[src/rtl/reduce_egress.sv]
// Egress stage behind the reduction table: buffers completed packets in a small FIFO
// and forwards them to the host (root node) or network port. Optional stats: REDUCE_EGRESS_STATS_EN.
module reduce_egress #(
  parameter int DataWidth     = 64,
  parameter int FifoDepth     = 4,
  parameter int FifoAddrWidth = 2
) (
  input  logic                     clk,
  input  logic                     rst,
  input  logic                     done,
  input  logic [DataWidth-1:0]     in_packet,
  output logic [DataWidth-1:0]     net_data,
  output logic                     net_valid,
  input  logic                     net_ready,
  output logic [DataWidth-1:0]     host_data,
  output logic                     host_valid,
  input  logic                     host_ready,
  output logic                     overflow,
  output logic                     malformed,
  output logic [FifoAddrWidth:0]   fifo_count
`ifdef REDUCE_EGRESS_STATS_EN
  ,
  output logic [15:0]              net_sent_cnt,
  output logic [15:0]              host_sent_cnt,
  output logic [7:0]               drop_cnt
`endif
);

  typedef enum logic [1:0] {
    IDLE      = 2'd0,
    SEND_NET  = 2'd1,
    SEND_HOST = 2'd2
  } state_t;

  localparam logic [FifoAddrWidth:0]   DEPTH_C   = (FifoAddrWidth+1)'(FifoDepth);
  localparam logic [FifoAddrWidth:0]   CNT_ONE_C = (FifoAddrWidth+1)'(1);
  localparam logic [FifoAddrWidth-1:0] PTR_ONE_C = FifoAddrWidth'(1);

  state_t                   state_r;
  state_t                   state_next_s;
  logic [1:0]               rst_sync_r;
  logic                     run_s;
  logic [DataWidth-1:0]     mem_r [FifoDepth];
  logic [FifoAddrWidth-1:0] wr_ptr_r;
  logic [FifoAddrWidth-1:0] rd_ptr_r;
  logic [FifoAddrWidth:0]   count_r;
  logic [DataWidth-1:0]     head_s;
  logic                     head_host_s;
  logic                     fifo_empty_s;
  logic                     fifo_full_s;
  logic                     well_formed_s;
  logic                     pop_s;
  logic                     push_s;
  logic                     drop_ovf_s;
  logic                     drop_mal_s;
  logic [DataWidth-1:0]     net_data_r;
  logic [DataWidth-1:0]     host_data_r;
  logic                     net_valid_r;
  logic                     host_valid_r;
  logic                     overflow_r;
  logic                     malformed_r;

  // Reset release synchroniser; the datapath stays frozen until it settles.
  always_ff @(posedge clk or negedge rst) begin
    if (!rst) begin
      rst_sync_r <= 2'b00;
    end else begin
      rst_sync_r <= {rst_sync_r[0], 1'b1};
    end
  end

  assign run_s         = rst_sync_r[1];
  assign head_s        = mem_r[rd_ptr_r];
  assign head_host_s   = (head_s[39:37] == head_s[42:40]);
  assign fifo_empty_s  = (count_r == '0);
  assign fifo_full_s   = (count_r == DEPTH_C);
  assign well_formed_s = in_packet[63] & in_packet[62];

  // Next-state and pop decision; a pop always loads the head into the output register.
  always_comb begin
    state_next_s = state_r;
    pop_s        = 1'b0;
    if (run_s) begin
      case (state_r)
        IDLE: begin
          if (!fifo_empty_s) begin
            pop_s = 1'b1;
          end else begin
            pop_s = 1'b0;
          end
        end
        SEND_NET: begin
          if (net_ready) begin
            if (!fifo_empty_s) begin
              pop_s = 1'b1;
            end else begin
              state_next_s = IDLE;
            end
          end else begin
            pop_s = 1'b0;
          end
        end
        SEND_HOST: begin
          if (host_ready) begin
            if (!fifo_empty_s) begin
              pop_s = 1'b1;
            end else begin
              state_next_s = IDLE;
            end
          end else begin
            pop_s = 1'b0;
          end
        end
        default: begin
          state_next_s = IDLE;
        end
      endcase
      if (pop_s) begin
        state_next_s = head_host_s ? SEND_HOST : SEND_NET;
      end else begin
        pop_s = 1'b0;
      end
    end else begin
      state_next_s = state_r;
    end
  end

  // A full FIFO still accepts a push when the same edge frees a slot.
  always_comb begin
    push_s     = 1'b0;
    drop_ovf_s = 1'b0;
    drop_mal_s = 1'b0;
    if (run_s && done) begin
      if (!well_formed_s) begin
        drop_mal_s = 1'b1;
      end else if (!fifo_full_s || pop_s) begin
        push_s = 1'b1;
      end else begin
        drop_ovf_s = 1'b1;
      end
    end else begin
      push_s = 1'b0;
    end
  end

  // FIFO storage; contents are only meaningful between the pointers.
  always_ff @(posedge clk) begin
    if (push_s) begin
      mem_r[wr_ptr_r] <= in_packet;
    end
  end

  // FIFO pointers and occupancy.
  always_ff @(posedge clk or negedge rst) begin
    if (!rst) begin
      wr_ptr_r <= '0;
      rd_ptr_r <= '0;
      count_r  <= '0;
    end else begin
      if (push_s) begin
        wr_ptr_r <= wr_ptr_r + PTR_ONE_C;
      end
      if (pop_s) begin
        rd_ptr_r <= rd_ptr_r + PTR_ONE_C;
      end
      case ({push_s, pop_s})
        2'b10:   count_r <= count_r + CNT_ONE_C;
        2'b01:   count_r <= count_r - CNT_ONE_C;
        default: count_r <= count_r;
      endcase
    end
  end

  // FSM state and output registers; data only changes when a new packet is popped.
  always_ff @(posedge clk or negedge rst) begin
    if (!rst) begin
      state_r      <= IDLE;
      net_data_r   <= '0;
      host_data_r  <= '0;
      net_valid_r  <= 1'b0;
      host_valid_r <= 1'b0;
    end else begin
      state_r      <= state_next_s;
      net_valid_r  <= (state_next_s == SEND_NET);
      host_valid_r <= (state_next_s == SEND_HOST);
      if (pop_s) begin
        if (head_host_s) begin
          host_data_r <= head_s;
        end else begin
          net_data_r <= head_s;
        end
      end
    end
  end

  // Sticky drop flags.
  always_ff @(posedge clk or negedge rst) begin
    if (!rst) begin
      overflow_r  <= 1'b0;
      malformed_r <= 1'b0;
    end else begin
      overflow_r  <= overflow_r | drop_ovf_s;
      malformed_r <= malformed_r | drop_mal_s;
    end
  end

`ifdef REDUCE_EGRESS_STATS_EN
  logic [15:0] net_sent_cnt_r;
  logic [15:0] host_sent_cnt_r;
  logic [7:0]  drop_cnt_r;

  // Delivery counters wrap; the drop counter saturates.
  always_ff @(posedge clk or negedge rst) begin
    if (!rst) begin
      net_sent_cnt_r  <= 16'd0;
      host_sent_cnt_r <= 16'd0;
      drop_cnt_r      <= 8'd0;
    end else begin
      if (net_valid_r && net_ready) begin
        net_sent_cnt_r <= net_sent_cnt_r + 16'd1;
      end
      if (host_valid_r && host_ready) begin
        host_sent_cnt_r <= host_sent_cnt_r + 16'd1;
      end
      if ((drop_ovf_s || drop_mal_s) && (drop_cnt_r != 8'hFF)) begin
        drop_cnt_r <= drop_cnt_r + 8'd1;
      end
    end
  end

  assign net_sent_cnt  = net_sent_cnt_r;
  assign host_sent_cnt = host_sent_cnt_r;
  assign drop_cnt      = drop_cnt_r;
`endif

  assign net_data   = net_data_r;
  assign net_valid  = net_valid_r;
  assign host_data  = host_data_r;
  assign host_valid = host_valid_r;
  assign overflow   = overflow_r;
  assign malformed  = malformed_r;
  assign fifo_count = count_r;

endmodule
[config.mk]
export PLATFORM = sky130hd
export DESIGN_NAME = reduce_egress
export DESIGN_NICKNAME = d
export VERILOG_FILES = /design/src/rtl/reduce_egress.sv
export SDC_FILE = /design/constraint.sdc
export NUM_CORES = 1
export LEC_CHECK = 0
export CAP_MARGIN = 20
export CORE_MARGIN = 1
export CORE_UTILIZATION = 45
export DETAILED_ROUTE_END_ITERATION = 10
export PLACE_DENSITY = 0.7
export SYNTH_ARGS = -nofsm -noshare
export SYNTH_HDL_FRONTEND = slang
export SYNTH_SLANG_ARGS = --single-unit
[constraint.sdc]
create_clock -name clk -period 12.2 [get_ports clk]
set_input_delay 1.83 -clock clk [delete_from_list [all_inputs] [get_ports clk]]
set_output_delay 1.83 -clock clk [all_outputs]
set_load 0.05 [all_outputs]
* Word level (Yosys, flattened, before mapping)
Memories as Yosys holds them, arrays and structs flattened.
Cells that the tools add are included.
** Storage, ports and cells
- Register bits after elaboration :: 143
- Bits in writable memories :: 256
- Input bits :: 69
- Logic and storage cells :: 61
- Memories kept :: 1
** Memory list
- mem_r :: words 4, bits a word 64, rd ports 1, clocked after memory_dff 0, wr ports 1, line 43 : logic [DataWidth-1:0] mem_r [FifoDepth];
** Cells by class
- Add/sub/neg operators :: 4
- Equal/unequal tests :: 8
- Muxes and demuxes :: 25
- Bitwise logic cells :: 4
- Reductions and logical operators :: 8
** Operators with widths (number)
- $mux 1 :: 16
- $mux 2 :: 6
- $eq 2x1->1 const B :: 3
- $eq 2x2->1 const B :: 3
- $pmux 2 s3 :: 1
- $pmux 3 s2 :: 1
- $add 2x1->2 const B :: 2
- $reduce_and 2->1 :: 2
- $add 3x1->3 const B :: 1
- $eq 3x3->1 :: 1
- $eq 3x3->1 const B :: 1
- $logic_not 3->1 :: 1
- $pmux 1 s3 :: 1
- $sub 3x1->3 const B :: 1
- $logic_not 2->1 :: 1
- $or 1x1->1 :: 2
- $reduce_bool 2->1 :: 1
- $and 1x1->1 :: 1
- $logic_and 1x1->1 :: 1
- $logic_not 1->1 :: 1
- $logic_or 1x1->1 :: 1
- $not 1->1 :: 1

* Logic depth before layout (Yosys ltp)
Gate-level depths: netlist of the first run.
- Depth after elaboration :: 13
- Mapped depth :: 14
- Gate-level depth less buffers :: 13

* Least setup slack after synthesis of the first run
Ideal clock, no wire load.
- Path kind :: input-to-reg
- Start point :: in host_ready
- End point :: mem mem_r[0][0], enable pin
- Setup time :: 429 ps
- Arrival :: 4622 ps
- Path slack :: 7150 ps
- Stages on the path :: 6
- Path buffers :: 1
- Cells stage by stage :: mux2_2 -> a21oi_1 -> or4_1 -> clkbuf_1 -> a31oi_1 -> and2_1
** Between the ends
- Longest elaborated chain between the ends :: 11
** RTL lines
- start, declared :: line 17 : input logic host_ready,
- $mux 1 :: line 104 : if (host_ready) begin
- $pmux 1 s3 :: line 84 : case (state_r)
- $mux 1 :: line 83 : if (run_s) begin
- $mux 1 :: line 118 : if (pop_s) begin
- $mux 1 :: line 83
- $logic_or 1x1->1 :: line 136 : end else if (!fifo_full_s || pop_s) begin
- $mux 1 :: line 136
- $mux 1 :: line 134 : if (!well_formed_s) begin
- $mux 1 :: line 133 : if (run_s && done) begin
- $mux 1 :: line 148 : if (push_s) begin
- $mux 1 (implied by the code) :: line 149 : mem_r[wr_ptr_r] <= in_packet;
- end, declared :: line 43
No other way between the ends. The select of a mux whose other input is x is not followed.

* Final worst setup path of the first run
- Start point :: in net_ready
- End point :: mem mem_r[0][10], enable pin
** Between the ends
- Longest elaborated chain between the ends :: 11
** RTL lines
- start, declared :: line 14 : input logic net_ready,
- $mux 1 :: line 93 : if (net_ready) begin
- $pmux 1 s3 :: line 84
- $mux 1 :: line 83
- $mux 1 :: line 118
- $mux 1 :: line 83
- $logic_or 1x1->1 :: line 136
- $mux 1 :: line 136
- $mux 1 :: line 134
- $mux 1 :: line 133
- $mux 1 :: line 148
- $mux 1 (implied by the code) :: line 149
No other way between the ends. The select of a mux whose other input is x is not followed.

==> results by group, run 1 <==
Min path
  • Worst hold path endpoint: rst_sync_r[1]
  • Hold Path Class: register to register
  • Worst Hold Depth: 0
  • HP Start: rst_sync_r[0]

Die
  • IO Pins: 204
  • Die W: approximately 180 um
  • Row count: 66
  • Die area: roughly 34000 um^2
  • Starting Density: between 40% and 50%
  • Die H: roughly 180 um
  • Core Region: 32450 um^2

Clock network
  • Postcts setup bufs: 0
  • Post-CTS sizing: 0
  • Max clock buf depth: 3
  • Worst-path clk slew: about 0.060 ns
  • Hold buffers post-CTS: 0
  • Htree depth: 2
  • Total CTS buffers: 42
  • Clk root buf: clkbuf_16
  • Clock Latency Late Sink: 0.52 ns
  • Clk sinks: approximately 400
  • CTS tree: done

Synth
  • Main flop type after synthesis: edfxtp_1
  • Synthesis-stage register bit count: approximately 400
  • Top cells by count, synth: edfxtp_1 (256), dfrtp_1 (143), mux2_2 (71)
  • Largest area contributor in the netlist: edfxtp_1
  • Dominant cells by area after synthesis: edfxtp_1 (52%), dfrtp_1 (24%), mux4_2 (9.7%)
  • Mapped Cells: between 600 and 700
  • Count leader, synth: edfxtp_1
  • Seq/Total Area, Yosys: between 70% and 80%
  • Post-synth EDFFs: ~260
  • Count of cell types in the netlist: 35
  • Syn Nets: ~760
  • Async S/R FF share, synth: 35.84%
  • Mean post-synth cell area: approximately 22 um^2
  • Top cell type's share of synthesized area: approximately 52%
  • Synthesized cell area: between 10000 and 15000 um^2
  • Synth warn: 0

Setup path
  • CP Class: primary input to register
  • Crit path max fanout: 64
  • Crit path arrival time: approximately 4.7 ns
  • Worst r2r src: rd_ptr_r[0]
  • CP startpoint kind: primary input
  • Cell count of the worst reg-to-reg path: 6
  • Worst r2r dst: host_data[57]
  • Crit end category: register
  • Worst R2R Setup Slack: 7.88 ns
  • Worst Path Required: roughly 12 ns

Timing
  • Max_slew headroom: a little under a third
  • Final setup TNS: 0 ns
  • Slew Limit Fails: 0
  • Fmax: around 0.22 GHz
  • Worst hold slack: 0.3615 ns
  • Final Skew: approximately 0.017 ns
  • Worst Tran Pin Value: a little over 1 ns
  • Final hold vios: 0
  • Final min period: roughly 4.6 ns
  • Fin crit share: between 30% and 40%
  • RSZ-0062 raised after global routing: no
  • # setup viols final: 0

Finish
  • P&R area growth vs syn: 25.88%
  • Final net count: just under 1000
  • Core Util, Final: 57.38%
  • Share of layout cells above drive strength 1: 22.34%

Placed design
  • Dpl hpwl: roughly 16000 um
  • IO buf count: just over 200
  • RD Place Congestion: a little over 0.7

Global routing
  • First-pass GRT wire length: 42900 um
  • Initial antenna violation count: 4
  • Congestion Overflow GR: 0
  • Largest net degree at the start of global routing: approximately 80
  • Tot GR Track Use: between 15 and 20%
  • Vias in the first global route: between 7000 and 8000

Pwr
  • Worst VDD drop: between 150 and 200 uV
  • Tot Pwr: approximately 5.3 mW
  • Power per standard cell area: ~280 nW/um^2
  • P_leak: ~6.7 nW

Outcome
  • Status: completed

Route
  • Initial DRC count: ~410
  • Routed WL per cell: roughly 20 um
  • Residual DRC count: 0
  • Drt pass-1 iters: 6
  • Post-DRT Antenna Nets: 0
  • Drt total wl: 27480 um
  • Via count: 7046
  • Vias/cell: between 5 and 6

Run
  • Maximum capacitance violations: 0
## critical path: stages
cell,delay [ns]
clkdlybuf4s50_1,0.48
mux2_2,0.15
a21oi_1,0.07
or4_1,0.65
a31oi_1,0.58
and2_4,0.93
## routing by layer
layer	track usage, %	vias up	part of all wire (%)
li1	-	3143	-
met1	21.62	3670	43
met2	28.46	196	50
met3	4.408	37	6.2
met4	4.633	0	1.7
met5	0	-	0
## area by class of cell
class | instances | area (um^2)
fill | 2436 | 13830
sequential | 399 | 11270
multi-input combinational | 248 | 3346
timing repair buffer | 206 | 2056
clock buffer | 58 | 1152
tap | 442 | 553.0
clock inverter | 19 | 197.7
inverter | 10 | 37.54
antenna | 2 | 5.005
## per-stage QoR
stage                     std cells  instance area, um^2  worst slack, ns
after CTS                      1382                18620            7.586
after detailed placement       1305                17270            7.061
final                          1384                18620            7.594
after global routing           1383                18620            7.436
after global placement         1305                17270            7.127
after floorplan                 685                14790            7.150
## cells in the final DEF (no fill, tap or decap), types with 3 or more instances in the layout
master           instances
mux2_2                  71
and2_4                   5
bufinv_16                4
clkdlybuf4s50_1        202
o21ai_0                  3
clkinv_1                 3
clkbuf_1                13
nand2b_1                 3
ha_1                     9
inv_1                   10
clkinv_2                10
nand2_1                  4
xor2_1                   5
clkbuf_16               43
a21oi_1                  3
dfrtp_1                141
edfxtp_1               256
xnor2_1                  4
mux4_2                  64
mux2_1                  59
buf_4                    3
## how the worst max path moves through the flow
stage               start            to  slack (ns)  cells after the start
2_1_floorplan  host_ready   mem_r[0][0]        7.15                      6
3_3_place_gp    net_ready  mem_r[3][24]        7.13                      6
3_5_place_dp    net_ready  mem_r[0][43]        7.06                      6
4_1_cts         net_ready  mem_r[0][41]        7.59                      6
5_1_grt         net_ready  mem_r[0][41]        7.44                      6
6_report        net_ready  mem_r[0][10]        7.59                      6
## cell families (layout without fill, tap and decap cells)
group	count (synthesis)	count (layout)	synth area share, %
adders and majority gates	10	10	0.8967
other	1	3	0.02535
DFF	399	399	76.16
AOI/OAI and AO/OA	12	12	0.5329
muxes	195	195	19.71
xor gates and xnor gates	9	9	0.5329
and+or+nand+nor	21	21	0.8036
buffers and inverters	38	293	1.336
## state kept, by name, indices dropped and copies added, names as in the netlist
register / flops
state_r: 2
host_data: 64
host_valid: 1
rd_ptr_r: 2
malformed: 1
wr_ptr_r: 2
fifo_count: 3
rst_sync_r: 2
overflow: 1
net_data: 64
net_valid: 1
mem_r: 256
## power by group
group	internal (mW)	total [mW]	switching (mW)
Combinational	0.869	2.13	1.26
Clock	0.746	1.24	0.494
Sequential	1.71	1.92	0.207
No activity file was read; power rests on OpenSTA's default activity.
==> run 2: changes to the inputs <==
clock period = 4.6 ns   (was 12.2 ns; I/O delays follow)
==> run 2 against run 1 <==
Net effect: sequential power rose to 2.6 times the previous value; largest power group unchanged; combinational power rose to 2.7 times the previous value; register-to-register slack worse by 6.8 ns.
==> results by group, run 2 (synthesis results as in run 1) <==
Run
  • Maximum capacitance violations: 0

Finish
  • Share of layout cells above drive strength 1: 23.03%
  • Most frequent cells in the layout: edfxtp_1 (256), clkdlybuf4s50_1 (202), dfrtp_1 (141), mux2_2 (71), mux4_2 (64)
  • P&R area growth vs syn: 26.29%
  • Post-route cell area: 18680 um^2
  • Core Util, Final: 57.56%
  • Finished Layout Cells: 1395
  • Max reg flops: approximately 260
  • Final net count: around 1000
  • Reg with most FFs: mem_r
  • Commonest non-fill, non-tap cell in the layout: edfxtp_1

Timing
  • Fmax: roughly 0.29 GHz
  • Fin crit share: between 70 and 80%
  • Final Skew: 0.02071 ns
  • Slew Limit Fails: 0
  • RSZ-0062 raised after global routing: no
  • Final setup TNS: 0 ns
  • Final hold vios: 0
  • # setup viols final: 0
  • Final min period: 3.498 ns
  • Max_slew headroom: roughly 39%
  • Worst Tran Pin Value: 0.9114 ns

Placed design
  • DP Cell Count: around 1300
  • IO buf count: a little over 200
  • DP Area: between 15000 and 20000 um^2
  • Dpl hpwl: around 18000 um
  • RD Place Congestion: ~0.76

Setup path
  • Worst r2r dst: mem_r[1][24]
  • Worst r2r src: state_r[0]
  • CP startpoint kind: register
  • Worst Path Required: between 4 and 5 ns
  • Cell count of the worst reg-to-reg path: 8
  • Crit path max fanout: 32
  • Crit end category: register
  • Crit path arrival time: 3.72 ns
  • CP Class: register to register
  • Worst R2R Setup Slack: 1.10 ns

Die
  • Starting Density: 45.58%
  • Die W: ~180 um
  • IO Pins: approximately 200
  • Die H: about 180 um
  • Die area: roughly 34000 um^2
  • Row count: between 60 and 70
  • Core Region: approximately 32000 um^2

Clock network
  • Clock Latency Late Sink: roughly 0.52 ns
  • Clk sinks: 399
  • CTS tree: done
  • Total CTS buffers: 40
  • Clk root buf: clkbuf_16
  • Max clock buf depth: 3
  • Worst-path clk slew: 0.06 ns
  • Postcts setup bufs: 0
  • Hold buffers post-CTS: 0
  • Htree depth: 2
  • Post-CTS sizing: 0

Global routing
  • First-pass GRT wire length: roughly 45000 um
  • Vias in the first global route: about 7600
  • Congestion Overflow GR: 0
  • Tot GR Track Use: 17.77%
  • Initial antenna violation count: 2
  • Largest net degree at the start of global routing: between 80 and 90

Route
  • Residual DRC count: 0
  • Routed WL per cell: 20.62 um
  • Drt pass-1 iters: 4
  • Top sig layer: met4
  • Routed met3 length: ~1700 um
  • Via count: 7211
  • Vias/cell: a little over 5
  • Post-DRT Antenna Nets: 0
  • WL met2: about 14000 um
  • Wl on met1: roughly 12000 um
  • Initial DRC count: between 400 and 500
  • Drt total wl: between 20000 and 30000 um

Pwr
  • P_leak: 6.697 nW
  • Worst VDD drop: between 400 and 500 uV
  • Tot Pwr: about 14 mW
  • Power per standard cell area: roughly 740 nW/um^2

Outcome
  • Status: completed

Min path
  • Hold Path Class: primary input to async pin
[run 2: cell count changes in the layout (fill, tap and decap cells not counted), sizes merged]
cell	previous run	this run
inv	11	12
buf	4	18
clkbuf	58	53
bufinv	4	1
clkinv	13	17
[run 2: how the worst max path moves through the flow]
| stage | cells past startpoint | startpoint | endpoint |
|---|---|---|---|
| 2_1_floorplan | 8 | state_r[0] | mem_r[0][0] |
| 6_report | 8 | state_r[0] | mem_r[1][24] |
| 3_5_place_dp | 7 | net_ready | mem_r[1][31] |
| 5_1_grt | 8 | state_r[0] | mem_r[1][27] |
| 3_3_place_gp | 7 | net_ready | mem_r[1][26] |
| 4_1_cts | 6 | rd_ptr_r[0] | host_data[11] |
[run 2: report_power, final]
part	switching [mW]	total, mW	internal, mW
registers	0.472	5.02	4.54
logic	3.47	5.82	2.36
clock network	1.30	3.05	1.74
[run 2: layout make-up]
cell class | instances | area (um^2)
Inverter | 10 | 37.54
Multi-Input combinational cell | 248 | 3346
Antenna cell | 2 | 5.005
Sequential cell | 399 | 11270
Timing Repair Buffer | 220 | 2236
Tap cell | 442 | 553.0
Clock buffer | 53 | 1101
Clock inverter | 21 | 128.9
Fill cell | 2428 | 13770
[run 2: routing by layer]
metal  vias to the layer above  track usage [%]
li1                       3174                -
met1                      3775            23.72
met2                       219            29.64
met3                        43            3.872
met4                         0            4.733
met5                         -                0
[run 2: worst max-delay path, cell delays in order (launching register included)]
cell     delay, ns
dfrtp_1       0.40
inv_1         0.08
ha_1          0.22
mux2_2        0.23
a21oi_1       0.08
or4_1         0.66
a31oi_1       0.60
and2_4        0.62
buf_4         0.30
[run 2: metrics by stage]
stage / hold WS (ns) / setup slack, ns
2_1_floorplan: 0.3312 / 0.6634
3_3_place_gp: 0.3318 / 0.7662
3_5_place_dp: 0.3409 / 0.7016
4_1_cts: 0.2503 / 1.005
5_1_grt: 0.2811 / 0.8796
6_report: 0.2322 / 1.102
